$ cat config.mk
export PLATFORM = sky130hd
export DESIGN_NAME = calendar_stopwatch
export DESIGN_NICKNAME = d
export VERILOG_FILES = /design/src/rtl/calendar_stopwatch.sv
export SDC_FILE = /design/constraint.sdc
export NUM_CORES = 1
export LEC_CHECK = 0
export CELL_PAD_IN_SITES_DETAIL_PLACEMENT = 1
export CELL_PAD_IN_SITES_GLOBAL_PLACEMENT = 1
export CORE_MARGIN = 10
export CORE_UTILIZATION = 30
export DETAILED_ROUTE_END_ITERATION = 16
export PLACE_DENSITY_LB_ADDON = 0.1
export RECOVER_POWER = 100
export SYNTH_ARGS = -nofsm -noshare
export SYNTH_HDL_FRONTEND = slang
export SYNTH_SLANG_ARGS = --single-unit
$ cat constraint.sdc
create_clock -name clk -period 1.9 [get_ports clk]
set_input_delay 0.475 -clock clk [delete_from_list [all_inputs] [get_ports clk]]
set_output_delay 0.475 -clock clk [all_outputs]
set_load 0.005 [all_outputs]
$ cat src/rtl/calendar_stopwatch.sv
// Prescaled second/minute/hour/day/month/year stopwatch with pause, preload, lap capture and
// year-overflow handling. Define REAL_CALENDAR_EN for true month lengths with leap Februaries.
module calendar_stopwatch #(
    parameter int CLK_PER_TICK   = 1000000,
    parameter int YEAR_W         = 7,
    parameter int DAYS_PER_MONTH = 30,
    parameter int YEAR_WRAP      = 0
) (
    input  logic                 clk,
    input  logic                 reset,
    input  logic                 start,
    input  logic                 stop,
    input  logic                 clear,
    input  logic                 load,
    input  logic [YEAR_W+25:0]   load_time,
    input  logic                 lap,
    output logic [5:0]           second,
    output logic [5:0]           minute,
    output logic [4:0]           hour,
    output logic [4:0]           day,
    output logic [3:0]           month,
    output logic [YEAR_W-1:0]    year,
    output logic                 running,
    output logic [YEAR_W+25:0]   lap_time,
    output logic                 lap_valid,
    output logic                 load_err,
    output logic                 overflow
);

    localparam int PW = $clog2(CLK_PER_TICK);

    typedef struct packed {
        logic [YEAR_W-1:0] year;
        logic [3:0]        month;
        logic [4:0]        day;
        logic [4:0]        hour;
        logic [5:0]        minute;
        logic [5:0]        second;
    } tm_t;

    typedef enum logic [1:0] {IDLE, RUN, PAUSE, HALT} state_t;

    localparam tm_t T0 = tm_t'({{YEAR_W{1'b0}}, 4'd1, 5'd1, 17'd0});

    state_t        state;
    tm_t           t, nt, ld;
    logic [PW-1:0] presc;
    logic [4:0]    cur_len, ld_len;
    logic          tick, ld_ok, at_max;
    logic          c_sec, c_min, c_hr, c_day, c_mon;

    assign ld = tm_t'(load_time);

`ifdef REAL_CALENDAR_EN
    function automatic logic [4:0] mlen(input logic [3:0] m, input logic [1:0] yl);
        case (m)
            4'd2:                      return (yl == 2'd0) ? 5'd29 : 5'd28;
            4'd4, 4'd6, 4'd9, 4'd11:   return 5'd30;
            default:                   return 5'd31;
        endcase
    endfunction

    assign cur_len = mlen(t.month, t.year[1:0]);
    assign ld_len  = mlen(ld.month, ld.year[1:0]);
`else
    assign cur_len = 5'(DAYS_PER_MONTH);
    assign ld_len  = 5'(DAYS_PER_MONTH);
`endif

    assign ld_ok = (ld.month >= 4'd1) && (ld.month <= 4'd12) &&
                   (ld.day >= 5'd1) && (ld.day <= ld_len) &&
                   (ld.hour < 5'd24) && (ld.minute < 6'd60) && (ld.second < 6'd60);

    // A stop on the same edge freezes the time base, so a resume keeps the exact phase.
    assign tick = (state == RUN) && !stop && (presc == PW'(CLK_PER_TICK - 1));

    assign c_sec  = (t.second == 6'd59);
    assign c_min  = c_sec && (t.minute == 6'd59);
    assign c_hr   = c_min && (t.hour == 5'd23);
    assign c_day  = c_hr && (t.day == cur_len);
    assign c_mon  = c_day && (t.month == 4'd12);
    assign at_max = c_mon && (t.year == {YEAR_W{1'b1}});

    always_comb begin
        nt        = t;
        nt.second = c_sec ? 6'd0 : t.second + 6'd1;
        if (c_sec) nt.minute = c_min ? 6'd0 : t.minute + 6'd1;
        if (c_min) nt.hour   = c_hr ? 5'd0 : t.hour + 5'd1;
        if (c_hr)  nt.day    = c_day ? 5'd1 : t.day + 5'd1;
        if (c_day) nt.month  = c_mon ? 4'd1 : t.month + 4'd1;
        if (c_mon) nt.year   = t.year + 1'b1;
    end

    always_ff @(posedge clk) begin
        if (!reset) begin
            t         <= T0;
            state     <= IDLE;
            presc     <= '0;
            running   <= 1'b0;
            lap_time  <= '0;
            lap_valid <= 1'b0;
            load_err  <= 1'b0;
            overflow  <= 1'b0;
        end else begin
            load_err  <= 1'b0;
            lap_valid <= lap;
            if (lap) lap_time <= t;

            if (clear) begin
                t        <= T0;
                state    <= IDLE;
                presc    <= '0;
                running  <= 1'b0;
                overflow <= 1'b0;
            end else begin
                case (state)
                    IDLE, PAUSE: begin
                        if (stop) begin
                            // stop dominates start; nothing moves
                        end else if (start) begin
                            state   <= RUN;
                            running <= 1'b1;
                            if (state == IDLE) presc <= '0;
                        end else if (load) begin
                            if (ld_ok) t <= ld;
                            else       load_err <= 1'b1;
                        end
                    end
                    RUN: begin
                        if (stop) begin
                            state   <= PAUSE;
                            running <= 1'b0;
                        end else begin
                            presc <= tick ? '0 : presc + PW'(1);
                            if (tick) begin
                                if (at_max) overflow <= 1'b1;
                                if (at_max && YEAR_WRAP == 0) begin
                                    state   <= HALT;
                                    running <= 1'b0;
                                end else begin
                                    t <= nt;
                                end
                            end
                        end
                    end
                    default: ;
                endcase
            end
        end
    end

    assign second = t.second;
    assign minute = t.minute;
    assign hour   = t.hour;
    assign day    = t.day;
    assign month  = t.month;
    assign year   = t.year;

endmodule
==> metrics, run 1 <==
CTS tree=built; commonest register cell after synthesis=dfxtp_1; Post-Syn Nets=580; initial drt markers=244; Place WS=-0.9023 ns; clock root buffer=clkbuf_16; Final Hold Fails=0; Crit Path Max Fanout=4; Net count, final=822; placer congestion estimate=0.8437; count of cell types in the netlist=68; P&R area growth vs syn=71.25%; arrival time worst endpoint=2.42 ns; Power, Total=4.508 mW; RSZ-0062 raised after global routing=yes; IO Pins=110; Synth Area per Inst=8.869 sq um; via count=5053; CTS Buf Count=9; post-detail-place hpwl=13.56 mm; status=finished, violations left; most frequent cells in the layout=buf_4, dfxtp_1, clkdlybuf4s50_1; Reg clk slew, reported paths=0.07 ns; Layout Skew=0.004983 ns; maximum vdd ir drop=384.9 uV; row cnt=45; Initial Util=30.75%; Async SR Flop Fraction=0%; Slew Viols, Final=0; first-pass GRT wire length=29.95 mm; post-synthesis cell area=0.004710 sq mm; layout cell share with drive strength beyond 1=36.89%; antenna violations before repair=2; Sink Count=92; vias in the first global route=5436; die extent in x=145.3 um; Slew @ Worst Pin=0.7802 ns; gr usage total=17.10%; routed wire length per instance=19.31 um; Remaining DRCs=0; largest net degree at the start of global routing=35; worst hold path type=register to register; clk_lat worst skew=0.36 ns; number of synthesized flops with an enable pin=0; Seq/Total Area, Yosys=39.11%; routed wire length=19.14 mm; gr ovfl total=0; die area=0.02111 sq mm; Syn. warnings=0; CP endpoint kind=register; Bufs on Longest Clock Path=2; Core Util, Final=52.66%; TritonRoute pass-1 iters=7; Worst slew margin=47.80%; area occupied by multi-input gates=0.003256 sq mm; Fill cells=1768; failing checks=setup timing; worst hold slack=0.5034 ns; WP data required=2.15 ns; Hold Buf Count CTS=0; Synth Register Bits=92; min cycle time layout=2.173 ns; Leakage Power=3.260 nW; commonest non-fill, non-tap cell in the layout=buf_4; max_cap viols=0; critical setup path kind=register to register; Worst setup SP type=register; number of routed nets with antenna violations=0; Die Ht=145.3 um; Gate Count Post-Synth=531; cell area power density=559.0 mW/mm^2; post-route setup slack=-0.2728 ns; Reg2Reg Setup Slack=-0.27 ns; Storage cell area=0.001867 sq mm; vias per cell=5.099; Core Region=0.01531 sq mm; H-Tree Depth=3; setup_tns=-4.964 ns; Setup violations, final=43; final worst path period share=114.4%; IO buf count=109; Max Clk Rate=460.2 MHz
[state kept, by name (all words and copies together) (netlist names)]
signal	flops
lap_time	33
presc	20
year	7
minute	6
second	6
day	5
hour	5
month	4
state	2
lap_valid	1
load_err	1
overflow	1
running	1
[through the flow]
stage	instances	cell area [sq um]
floorplan	531	4833
global placement	948	7032
detailed placement	948	7032
CTS	976	7740
global route	990	8063
finish	991	8065
[power breakdown]
part	internal, mW	total, mW	switching, mW
logic	0.313	0.627	0.314
clock network	1.10	1.92	0.828
registers	1.94	1.96	0.0137
total	3.35	4.51	1.16
[area by class of cell]
type	instances	area share [%]
tap	211	3.273
antenna	2	0.06205
multi-input combinational	402	40.37
inverter	11	0.5119
timing repair buffer	257	28.76
sequential	92	23.15
clock buffer	11	3.134
clock inverter	5	0.7446
[worst paths after layout]
kind                 start       end  cells past startpoint
setup / recovery   hour[0]   year[2]                      7
hold / removal    overflow  overflow                      2
hold reg to reg   overflow  overflow                      2
setup reg to reg   hour[0]   year[2]                      7
[synth_stat cells, drive strengths merged, types with 4 or more instances]
library cell | n | area (sq um)
xnor2 | 10 | 87.58
mux2i | 40 | 400.4
nor4 | 9 | 107.6
o41ai | 4 | 42.55
nand2 | 45 | 168.9
buf | 12 | 65.06
nand2b | 4 | 25.02
o21ai | 15 | 75.07
nor2 | 53 | 198.9
dfxtp | 92 | 1842
clkbuf | 15 | 56.30
ha | 9 | 112.6
nand4 | 7 | 50.05
inv | 11 | 41.29
a21oi | 29 | 145.1
nor3 | 8 | 51.30
and3 | 5 | 31.28
nand4b | 4 | 41.29
a22oi | 5 | 37.54
nor2b | 35 | 219.0
nor3b | 5 | 37.54
o211ai | 9 | 67.56
o31ai | 10 | 85.08
nand3 | 35 | 180.2
xor2 | 10 | 87.58
a211oi | 12 | 110.1
[layer usage]
| metal | share of wire [%] | GRT usage, % |
|---|---|---|
| met4 | 1.4 | 5.258 |
| met2 | 49 | 29.27 |
| met1 | 45 | 20.62 |
| met3 | 5.1 | 4.160 |
| met5 | 0 | 0 |
[critical path: stages (launching register included)]
cell      delay [ns]
dfxtp_4         0.36
ha_4            0.13
nand4b_1        0.19
nor4_4          0.41
and4_4          0.32
a21oi_2         0.07
or3_1           0.32
a32o_1          0.27
[cell families (layout without fill, tap and decap cells)]
family,Yosys count,in the layout,share of synthesized area (%)
fa+ha+maj,9,9,2.391
buf+inv,38,284,3.454
compound gates,108,109,16.45
simple gates,224,224,26.38
mux,40,40,8.502
other cells,0,2,0
flops,92,92,39.11
xor+xnor,20,20,3.719
[timing repair]
item	in CTS	in global routing
gates cloned	2	3
resized for setup	123	62
setup endpoints to repair	58	60
setup buffers	11	12
pin swaps	43	43
(Power assumes the default switching activity.)
==> inputs of run 2 (changes only) <==
GPL_TIMING_DRIVEN = 0   (was not set)
SETUP_SLACK_MARGIN = 0.1   (was not set)
==> run 2 against run 1 <==
Net effect:
- the run still ends with setup timing left
- worst hold slack worse by 0.029 ns
- critical path depth stayed put
- cell area is 0.37% lower
- power is 1.9% higher
- sequential cell count stayed put
- combinational power is 0.6% higher
- global-route usage is 0.30 points higher
- wire length is 3.6% higher
- register-to-register slack better by 0.03 ns
- core utilization is 0.20 points lower
- via count is 3.0% lower
- largest cell class unchanged
==> metrics, run 2 (synthesized netlist as in run 1, its figures left out) <==
status=finished, violations left; failing checks=setup timing; Sink Count=92 (unchanged); Layout Skew=0.008083 ns (+0.003101 ns); Core Region=0.01531 sq mm (unchanged); Biggest register=lap_time; Storage cell area=0.001943 sq mm (+4.1%); number of routed nets with antenna violations=0 (unchanged); Die Ht=145.3 um (unchanged); routed wire length per instance=21.36 um (+11%); arrival time worst endpoint=2.40 ns (-0.02 ns); H-Tree Depth=3 (unchanged); max reg flops=33 (unchanged); worst hold slack=0.4749 ns (-0.02854 ns); Initial Util=30.75% (unchanged); Worst slew margin=51.51% (+3.7 points); row cnt=45 (unchanged); TritonRoute pass-1 iters=4 (-3); post-route setup slack=-0.2380 ns (+0.03478 ns); IO buf count=107 (-1.8%); Final Hold Fails=0 (unchanged); Crit Path Max Fanout=5 (+1); first-pass GRT wire length=29.71 mm (-0.78%); WL met2=9.840 mm (+5.5%); Core Util, Final=52.47% (-0.20 points); vias in the first global route=5172 (-4.9%); initial drt markers=304 (+25%); maximum vdd ir drop=410.2 uV (+6.6%); critical setup path kind=register to register; placer congestion estimate=0.8286 (-1.8%); CP endpoint kind=register; die extent in x=145.3 um (unchanged); cell area power density=572.0 mW/mm^2 (+2.3%); vias per cell=5.279 (+3.5%); IO Pins=110 (unchanged); clk_lat worst skew=0.35 ns (about the same); gr ovfl total=0 (unchanged); Net count, final=761 (-7.4%); gr usage total=17.40% (+0.30 points); layout cell share with drive strength beyond 1=41.28% (+4.4 points); worst hold path type=primary input to register; P&R area growth vs syn=70.62%; Power, Total=4.596 mW (+1.9%); Layout Cells excl Fill=928 (-6.4%); clock root buffer=clkbuf_16; routed wire length=19.82 mm (+3.6%); Reg clk slew, reported paths=0.07 ns (about the same); via count=4899 (-3.0%); Bufs on Longest Clock Path=2 (unchanged); placed cell area=0.006192 sq mm (-12%); antenna violations before repair=0 (-2); RSZ-0062 raised after global routing=yes; WP data required=2.16 ns (about the same); # diodes=0 (-2); die area=0.02111 sq mm (unchanged); commonest non-fill, non-tap cell in the layout=clkdlybuf4s50_1; CTS tree=built; Remaining DRCs=0 (unchanged); most frequent cells in the layout=clkdlybuf4s50_1, dfxtp_1, buf_4; largest net degree at the start of global routing=17 (-51%); Worst setup SP type=register; min cycle time layout=2.138 ns (-0.03478 ns); Max Clk Rate=467.7 MHz (+1.6%); post-route cell area=0.008035 sq mm (-0.37%); Fill cells=1707 (-3.5%); CTS Buf Count=9 (unchanged); max_cap viols=0 (unchanged); Slew @ Worst Pin=0.7274 ns (-0.05280 ns); Top Layer Used=met4; dpl cells=849 (-10%); hold path depth=3 (+1); Leakage Power=2.933 nW (-10%); met1 WL=8.768 mm (+2.2%); post-detail-place hpwl=13.05 mm (-3.7%); R2R depth=7 (unchanged); Met3 Routed Length=871 um (-10%); Setup violations, final=37 (-14%); final worst path period share=112.5% (-1.8 points); area occupied by multi-input gates=0.003612 sq mm (+11%); Hold Buf Count CTS=0 (unchanged); Slew Viols, Final=0 (unchanged)
run 2: cell count changes in the layout (fill, tap and decap cells not counted), sizes merged, moves of 5 or more:
cell           delta
clkdlybuf4s50    +29
dlygate4sd3      -38
clkbuf            +8
buf              -64
clkdlybuf4s15     -5
run 2: layer usage:
| layer | GRT usage, % | vias up |
|---|---|---|
| met1 | 22.18 | 2466 |
| met2 | 28.59 | 122 |
| met3 | 3.912 | 21 |
| met4 | 5.258 | 0 |
| met5 | 0 | - |
| li1 | - | 2290 |
run 2: through the flow:
step	setup TNS (ns)	worst slack (ns)
6_report	-4.219	-0.2380
3_5_place_dp	-50.03	-1.043
5_1_grt	-7.849	-0.3430
3_3_place_gp	-48.88	-1.026
2_1_floorplan	-0.4770	-0.1015
4_1_cts	-4.069	-0.2101
run 2: worst paths after layout:
| path | to | slack (ns) | start |
|---|---|---|---|
| setup reg to reg | day[2] | -0.24 | minute[0] |
| hold reg to reg | lap_time[1] | 0.52 | lap_time[1] |
| setup / recovery | day[2] | -0.24 | minute[0] |
| hold / removal | second[4] | 0.47 | load_time[4] |
run 2: cell type report:
cell class                      instances  share of cell area, %
Multi-Input combinational cell        401                  44.95
Clock buffer                            9                  2.803
Clock inverter                          7                  1.215
Buffer                                 27                  2.538
Inverter                               11                 0.5450
Sequential cell                        92                  24.18
Timing Repair Buffer                  170                  20.48
Tap cell                              211                  3.286
run 2: worst max-delay path: stages, from the launching register on:
cell and delay (ns):
dfxtp_4 0.38, ha_4 0.17, nand4b_4 0.14, or4_4 0.59, buf_6 0.16, nor4_1 0.29, a21oi_1 0.12, o31ai_2 0.20
run 2: power by group:
part / internal [mW] / switching (mW)
clock: 1.16 / 0.847
combinational: 0.300 / 0.331
sequential: 1.93 / 0.0295
run 2: repair_timing:
action	in CTS	in global routing
buffers inserted	34	25
pin swaps	50	60
setup endpoints to repair	81	80
gates resized for setup	186	162
cloned	4	2
